`src/rtl/param_updown_counter.sv`:
```
// Parametrised up/down modulo counter with parallel load, count enable and
// wrap / saturate / one-shot / hold run modes.
module param_updown_counter #(
  parameter int WIDTH   = 4,
  parameter int MODULUS = 16,
  parameter int INIT    = 0
) (
  input  logic             clk,
  input  logic             reset,
  input  logic             en,
  input  logic             up,
  input  logic [1:0]       mode,
  input  logic             load,
  input  logic [WIDTH-1:0] load_val,
  output logic [WIDTH-1:0] q,
  output logic             tc,
  output logic             wrap,
  output logic             done
);

  typedef enum logic {ST_RUN, ST_DONE} state_t;

  localparam logic [WIDTH-1:0] MAX_V  = WIDTH'(MODULUS - 1);
  localparam logic [WIDTH-1:0] INIT_V = WIDTH'(INIT);
  localparam logic [WIDTH-1:0] ONE_V  = WIDTH'(1);

  logic [WIDTH-1:0] q_q, q_d;
  logic             wrap_q, wrap_d;
  state_t           state_q, state_d;

  logic             at_max, at_zero;
  logic [WIDTH-1:0] sat_up, sat_dn;

  assign at_max  = (q_q == MAX_V);
  assign at_zero = (q_q == '0);
  assign sat_up  = at_max  ? MAX_V : q_q + ONE_V;
  assign sat_dn  = at_zero ? '0    : q_q - ONE_V;

  always_comb begin
    q_d     = q_q;
    wrap_d  = 1'b0;
    state_d = state_q;
    if (load) begin
      q_d     = (load_val > MAX_V) ? MAX_V : load_val;
      state_d = ST_RUN;
    end else if (en) begin
      case (mode)
        2'b00: begin
          if (up) begin
            q_d    = at_max ? '0 : q_q + ONE_V;
            wrap_d = at_max;
          end else begin
            q_d    = at_zero ? MAX_V : q_q - ONE_V;
            wrap_d = at_zero;
          end
        end
        2'b01: q_d = up ? sat_up : sat_dn;
        2'b10: begin
          // Finishing is detected on the edge that reaches the terminal value,
          // or on the first enabled edge while already sitting on it.
          if (state_q == ST_RUN) begin
            q_d = up ? sat_up : sat_dn;
            if (up ? (sat_up == MAX_V) : (sat_dn == '0)) begin
              state_d = ST_DONE;
            end
          end
        end
        default: ;
      endcase
    end
  end

  always_ff @(posedge clk or posedge reset) begin
    if (reset) begin
      q_q     <= INIT_V;
      wrap_q  <= 1'b0;
      state_q <= ST_RUN;
    end else begin
      q_q     <= q_d;
      wrap_q  <= wrap_d;
      state_q <= state_d;
    end
  end

  assign q    = q_q;
  assign wrap = wrap_q;
  assign done = (state_q == ST_DONE);
  assign tc   = up ? at_max : at_zero;

endmodule

```
`config.mk`:
```
export PLATFORM = sky130hd
export DESIGN_NAME = param_updown_counter
export DESIGN_NICKNAME = d
export VERILOG_FILES = /design/src/rtl/param_updown_counter.sv
export SDC_FILE = /design/constraint.sdc
export NUM_CORES = 1
export LEC_CHECK = 0
export ABC_CLOCK_PERIOD_IN_PS = 4650
export CAP_MARGIN = 25
export CORE_AREA = 2 2 39 41
export DETAILED_ROUTE_END_ITERATION = 8
export DIE_AREA = 0 0 41 43
export GPL_ROUTABILITY_DRIVEN = 0
export PLACE_DENSITY = 0.77
export REMOVE_ABC_BUFFERS = 1
export SYNTH_ARGS = -nofsm -noshare
export SYNTH_HDL_FRONTEND = slang
export SYNTH_SLANG_ARGS = --single-unit
```
`constraint.sdc`:
```
create_clock -name clk -period 4.65 [get_ports clk]
set_clock_uncertainty 0.2 [all_clocks]
set_input_delay 0.465 -clock clk [delete_from_list [all_inputs] [get_ports clk]]
set_output_delay 0.465 -clock clk [all_outputs]
set_load 0.005 [all_outputs]
```
---- Yosys cells after proc, flatten, opt, wreduce, memory -nomap -nowiden ----
Cells that the tools add are included.
storage, ports and cells
  output and inout port bits .............. 7
  register bits ........................... 6
  logic and storage cells ................. 40
operators by class
  magnitude comparators ................... 1
  multiplexer cells ....................... 21
  $add $sub $neg .......................... 2
  reduce and logical (&&, ||, !) cells .... 8
  eq/ne operators ......................... 5
operators by type and width
  kind                 number
  $mux 4               10
  $pmux 4 s3           1
  $mux 1               10
  $eq 4x4->1 const B   2
  $logic_not 4->1      2
  $add 4x1->4 const B  1
  $gt 4x4->1 const B   1
  $reduce_bool 2->1    2
  $reduce_bool 4->1    1
  $sub 4x1->4 const B  1
  $ne 3x3->1 const B   1
  $reduce_and 3->1     1
  $eq 2x1->1 const B   1
  $eq 2x2->1 const B   1
  $logic_not 2->1      1
  $reduce_and 2->1     1

---- Depth between registers and ports, before layout ----
Gate-level depths: netlist (run 1).
  depth after elaboration ................. 9
  depth in mapped cells ................... 7

---- Worst setup path after synthesis (run 1) ----
Ideal clock, no wire load.
  path kind ............................... input to register
  start point ............................. in mode[0]
  end point ............................... reg q_q[3] (netlist: q[3])
  arrival ................................. 1.592 ns
  buffers on the path ..................... 1
  stages .................................. 7
  path slack .............................. 2.723 ns
  path through ............................ inv_1 -> ha_1 -> buf_2 -> o21ai_0 -> a21o_1 -> a2111oi_1 -> nor3_1
on the way
  word-level cells in the longest chain between the ends .. 4
  elaborated cells between the ends (all ways) .. 9
  those cells by class .................... eq/ne: 3; mux: 3; reduce/logical: 3
RTL lines
  item                                      line  source
  from (decl)                               12    input logic [1:0] mode,
  $eq 2x2->1, or another cell as far along  47    case (mode)
  $pmux 4 s3                                47
  $mux 4                                    46    end else if (en) begin
  $mux 4                                    43    if (load) begin
  to (signal assigned)                      79    q_q <= q_d;
  to (decl)                                 27    logic [WIDTH-1:0] q_q, q_d;
Several ways; a longest one is shown, not always the timed one. The select of a mux whose other input is x is not followed.
A chain may end at the register's enable or synchronous reset.

---- Worst setup path in the final report (run 1) ----
  start point ............................. reg q_q[0] (netlist: q[0])
  end point ............................... out tc
on the way
  word-level cells in the longest chain between the ends .. 2
  elaborated cells between the ends (all ways) .. 3
  those cells by class .................... eq/ne: 1; mux: 1; reduce/logical: 1
RTL lines
  item                                                  line    source
  $eq 4x4->1 / $logic_not 4->1 (equally long branches)  34, 35
  $mux 1 *                                              88      assign tc = up ? at_max : at_zero;
  to (decl)                                             16      output logic tc,
Mark *: on every way between the ends. The rest lies on a longest branch, timed or not.

==> results of run 1 <==
==> layout make-up <==
type / instances / area [um2] / share of cell area, %
flip-flops and latches: 6 / 150.1 / 19.29
well taps: 16 / 20.02 / 2.572
clock buffers: 3 / 22.52 / 2.894
inverters: 7 / 26.28 / 3.376
multi-input cells: 58 / 389.1 / 50.00
repair buffers: 17 / 170.2 / 21.86
==> report_power, final <==
group          switching [mW]  internal (mW)
clock                  0.0181         0.0292
combinational          0.0328         0.0405
sequential             0.0134         0.0568
==> worst max-delay path by stage <==
stage / startpoint / endpoint / slack, ns / cells after the start
finish: q[0] / tc / 1.92 / 5
CTS: q[0] / tc / 1.92 / 5
detailed placement: up / tc / 2.02 / 4
floorplan: mode[0] / q[3] / 2.73 / 6
global route: q[0] / tc / 1.83 / 5
global placement: up / tc / 2.04 / 4
==> registers in the layout, indices dropped and copies added, names as in the netlist <==
name	flops
q	4
done	1
wrap	1
==> per-stage QoR <==
stage	cells	instance area [um2]	util [%]	setup WS, ns
6_report	107	778.2	56.24	1.917
3_3_place_gp	104	755.7	54.61	2.037
4_1_cts	107	778.2	56.24	1.918
3_5_place_dp	104	755.7	54.61	2.016
5_1_grt	107	778.2	56.24	1.826
2_1_floorplan	71	565.5	-	2.732
==> logic make-up (layout without fill, tap and decap cells) <==
family	count (synthesis)	after routing	synth area share (%)
AOI/OAI and AO/OA	26	26	30.72
DFF	6	6	24.74
buffers and inverters	13	27	11.13
and+or+nand+nor	27	27	23.51
adders and majority gates	5	5	9.897
==> critical path: cells and delay by family (launching register included) <==
kind,cells,cell delay [ns]
buffers and inverters,2,0.58
AOI/OAI and AO/OA,1,0.25
and+or+nand+nor,1,0.17
DFF,1,0.52
adders and majority gates,1,0.30
==> per-layer routing <==
metal	up-vias	global-route usage (%)	wire, um
li1	312	-	-
met1	289	23.32	649
met2	9	30.00	690
met3	2	0	36
met4	0	10.00	11
met5	-	0	0
==> Yosys cell counts (all sizes together), types with 2 or more instances <==
library cell	count	share of area [%]
nor2b	2	2.1
dfrtp	6	25
nand3	2	1.6
a21o	2	2.7
nor3	4	3.3
nor2	7	4.3
buf	4	4.7
nand2	5	3.1
ha	4	8.2
and2b	2	2.7
o21ai	6	4.9
inv	7	4.3
and2	2	2.1
a21oi	4	3.3
o31ai	2	2.5
a311oi	5	7.2
==> qor.yml, run 1 <==
status: "finished clean"
path_clk_slew_ns: 0.04
maxSlewViolCount: 0
antenna_left: 0
n_antenna_cell: 0
io_buffers: 17
grt_max_degree: 14
drc: 0
period_share_pct: 58.77
cp_slowest_cell: "dfrtp_1"
relSlewSlack_pct: 74.12
timing.rr.end: "q[3]"
antenna_found_initial: 0
fmax_mhz: 365.9
path_cells: "inv_1 > ha_1 > nor2b_1 > a22o_1 > clkdlybuf4s50_1"
postSynthCellCount: 77
drive_gt1_share_pct: 6.593
setup-tns-final_ns: 0
post_cts_resized: 0
synth_ff_type: "dfrtp_1"
routedWlPerCell_um: 12.97
track_usage_pct: 18.44
whs_ns: 0.2359
syn_to_final_growth_pct: 28.25
grt_pass1_vias: 552
drtPass1Iterations: 2
cts_made_buffers: 3
yosysWarnings: 0
dieArea_um2: 1763
htree_levels: 1
die_h_um: 43
worstMarginPinSlew_ns: 0.3872
synthArstFlopShare_pct: 100.0
power-per-cell-area_nw_per_um2: 245.2
reg2reg_slack_ns: 2.58
cts_buffer_depth: 2
syn-cell-area_um2: 606.8
dp_hpwl_mm: 1.039
critPathArrivalTime_ns: 2.07
setup_viol: 0
viasPerCell: 5.720
netlist-cell-type-count: 33
cts_setup_buffers: 0
hold_viol_final: 0
startpoint_type: "flop"
maxCapViolations: 0
cpPeakStageDelay_ns: 0.52
core-area_um2: 1384
cts-root-buf: "clkbuf_4"
start_util_pct: 43.85
r2r_start: "q[0]"
hold_path.class: "input port to async pin"
cts_hold_buffers: 0
synth_edf_count: 0
fin_crit_ns: 2.733
filler_cell_count: 125
crit_required_ns: 3.98
final_cell_mix: "17 x clkdlybuf4s50_1, 7 x nor2_1, 7 x inv_1"
rows: 14
num_io_pins: 18
rsz0062_at_grt: "false"
nets: 108
cts_tree: "built"
worst_r2r_path_depth: 5
grt_overflow: 0
critical_path_class: "flop to output pin"
routed_wirelength_mm: 1.388
syn_avg_cell_area_um2: 7.881
grt_first_pass_wirelength_mm: 2.304
vdd_ir_drop_max_v: 0.00008847
path_max_fanout: 10
leakagePower_nw: 0.3241
ys_ff_latch: 6
first_iter_violations: 11
p_total_mw: 0.1908
clk_latency_ns: 0.24
vias: 612
ys_seq_area_share_pct: 24.74
critPathCaptureType: "output pin"
cts_sinks: 6
mostFrequentLayoutCell: "clkdlybuf4s50_1"
dieWidth_um: 41
No activity file was read; power rests on OpenSTA's default activity.
==> inputs of run 2 (changes only) <==
--- a/config.mk
+++ b/config.mk
@@ -5,13 +5,12 @@
 export SDC_FILE = /design/constraint.sdc
 export NUM_CORES = 1
 export LEC_CHECK = 0
-export ABC_CLOCK_PERIOD_IN_PS = 4650
+export ABC_CLOCK_PERIOD_IN_PS = 2800
 export CAP_MARGIN = 25
-export CORE_AREA = 2 2 39 41
+export CORE_UTILIZATION = 45
 export DETAILED_ROUTE_END_ITERATION = 8
-export DIE_AREA = 0 0 41 43
 export GPL_ROUTABILITY_DRIVEN = 0
-export PLACE_DENSITY = 0.77
+export PLACE_DENSITY = 0.76
 export REMOVE_ABC_BUFFERS = 1
 export SYNTH_ARGS = -nofsm -noshare
 export SYNTH_HDL_FRONTEND = slang
==> constraint.sdc (replaced) <==
create_clock -name clk -period 2.8 [get_ports clk]
set_clock_uncertainty 0.2 [all_clocks]
set_input_delay 0.28 -clock clk [delete_from_list [all_inputs] [get_ports clk]]
set_output_delay 0.28 -clock clk [all_outputs]
set_load 0.005 [all_outputs]
==> run 2 against run 1 <==
Largest cell class unchanged. Critical path depth stayed put. Clock power increased by 66%. Combinational power rose by 68%. Worst setup slack lost 1.7 ns. Sequential cell count unchanged. Die area down 15%. First-iteration DRC count rose by 110%. Global-route usage rose by 4.0 points. Final area shrank 0.32%.
==> qor.yml, run 2 (same netlist as run 1, synthesis figures left out) <==
clk_latency_ns: 0.25
power.internal_mw: 0.2104
grt_pass1_vias: 516
crit_family: "buffers and inverters"
cts_made_buffers: 3
leakagePower_nw: 0.3241
grt_first_pass_wirelength_mm: 2.304
path_cells: "inv_1 > ha_1 > nor2b_1 > a22o_1 > clkdlybuf4s50_1"
relSlewSlack_pct: 73.97
path_max_fanout: 10
p_switching_mw: 0.1077
multi_input_area_um2: 389.1
critPathBufInv: 2
vias: 626
dp_cells: 102
power-per-cell-area_nw_per_um2: 410.1
p_comb_share_pct: 38.8
worstMarginPinSlew_ns: 0.3904
antenna_found_initial: 0
num_io_pins: 18
register_area_um2: 150.1
path_clk_slew_ns: 0.04
vdd_ir_drop_max_v: 0.0001563
io_buffers: 17
routed_wirelength_mm: 1.428
cts_buffer_depth: 2
setup_viol: 0
cts_tree: "built"
n_antenna_cell: 0
mostFrequentLayoutCell: "clkdlybuf4s50_1"
dieWidth_um: 38.72
rsz0062_at_grt: "false"
critPathCaptureType: "output pin"
dieArea_um2: 1499
maxSlewViolCount: 0
grt_overflow: 0
antenna_left: 0
final_cell_mix: "17 x clkdlybuf4s50_1, 7 x nor2_1, 7 x inv_1"
dp_worst_setup_slack_ns: 0.4223
dp_hpwl_mm: 1.051
routedWlPerCell_um: 13.60
hold_path.class: "input port to async pin"
cts_setup_buffers: 0
track_usage_pct: 22.45
startpoint_type: "flop"
nets: 108
core-area_um2: 1186
die_h_um: 38.72
filler_cell_count: 108
period_share_pct: 92.27
largest_reg_flops: 4
clock_power_share_pct: 24.7
cts_sinks: 6
cts_hold_buffers: 0
critical_path_class: "flop to output pin"
fin_cells: 105
setup_slack_ns: 0.2165
grt_max_degree: 14
fmax_mhz: 387.1
critPathArrivalTime_ns: 2.10
fin_crit_ns: 2.584
p_seq_share_pct: 36.5
drc: 0
drive_gt1_share_pct: 6.593
first_iter_violations: 23
hold_viol_final: 0
viasPerCell: 5.962
htree_levels: 1
syn_to_final_growth_pct: 27.84
switching_share_pct: 33.86
post_cts_resized: 0
cts-root-buf: "clkbuf_4"
cp_slowest_cell: "dfrtp_1"
drtPass1Iterations: 4
start_util_pct: 51.16
status: "finished clean"
rows: 12
setup-tns-final_ns: 0
crit_required_ns: 2.32
cpPeakStageDelay_ns: 0.51
maxCapViolations: 0
[run 2: cell counts in the layout (fill, tap and decap cells not counted)]
Identical to the previous run, type by type.
[run 2: worst reg2reg max path, stage by stage, from the launching register on]
cell and delay (ns):
dfrtp_1 0.51, inv_1 0.14, ha_1 0.33, and2b_2 0.20, maj3_1 0.35, nand3_1 0.09
a311oi_1 0.10
[run 2: path summary, 6_finish.rpt]
| check | slack, ns | to | start | cells after the start |
|---|---|---|---|---|
| worst max-delay path | 0.22 | tc | q[0] | 5 |
| worst min-delay path | 0.07 | q[1] | reset | 2 |
| worst max register to register | 0.74 | done | q[0] | 6 |
| worst min register to register | 0.43 | done | done | 2 |
| max in group asynchronous | 2.14 | wrap | reset | 2 |
| min in group clk | 0.40 | q[2] | load_val[2] | 3 |
[run 2: metal layers]
metal | vias to the layer above | share of wire, % | track usage [%]
li1 | 315 | - | -
met1 | 283 | 49 | 32.04
met2 | 26 | 44 | 32.50
met3 | 2 | 5.7 | 1.734
met4 | 0 | 1.3 | 12.93
met5 | - | 0 | 0
[run 2: per-stage QoR]
stage / hold slack (ns) / total power, mW / utilization (%) / area (um2)
after floorplan: -0.1290 / 0.1854 / - / 565.5
after CTS: 0.06900 / 0.3205 / 65.40 / 775.7
after detailed placement: 0.3267 / 0.2394 / 63.50 / 753.2
after global placement: 0.3076 / 0.2383 / 63.50 / 753.2
final: 0.06768 / 0.3181 / 65.40 / 775.7
after global routing: 0.08745 / 0.3407 / 65.40 / 775.7
[run 2: power by group through the flow]
stage	combinational, mW	sequential (mW)	clock (mW)
floorplan	0.0736	0.112	0
detailed placement	0.122	0.117	0
CTS	0.123	0.116	0.0816
finish	0.123	0.116	0.0784
global placement	0.121	0.117	0
global route	0.138	0.119	0.0837
[run 2: area by class of cell]
type	instances	share of cell area, %
sequential	6	19.35
inverter	7	3.387
clock buffer	3	2.903
timing repair buffer	17	21.94
multi-input combinational	58	50.16
tap	14	2.258
==> inputs of run 3 (changes only) <==
--- a/config.mk
+++ b/config.mk
@@ -12,6 +12,7 @@
 export GPL_ROUTABILITY_DRIVEN = 0
 export PLACE_DENSITY = 0.76
 export REMOVE_ABC_BUFFERS = 1
+export SLEW_MARGIN = 30
 export SYNTH_ARGS = -nofsm -noshare
 export SYNTH_HDL_FRONTEND = slang
 export SYNTH_SLANG_ARGS = --single-unit
==> results of run 3 <==
The final DEF is identical to that of run 2; final timing and power are the same.
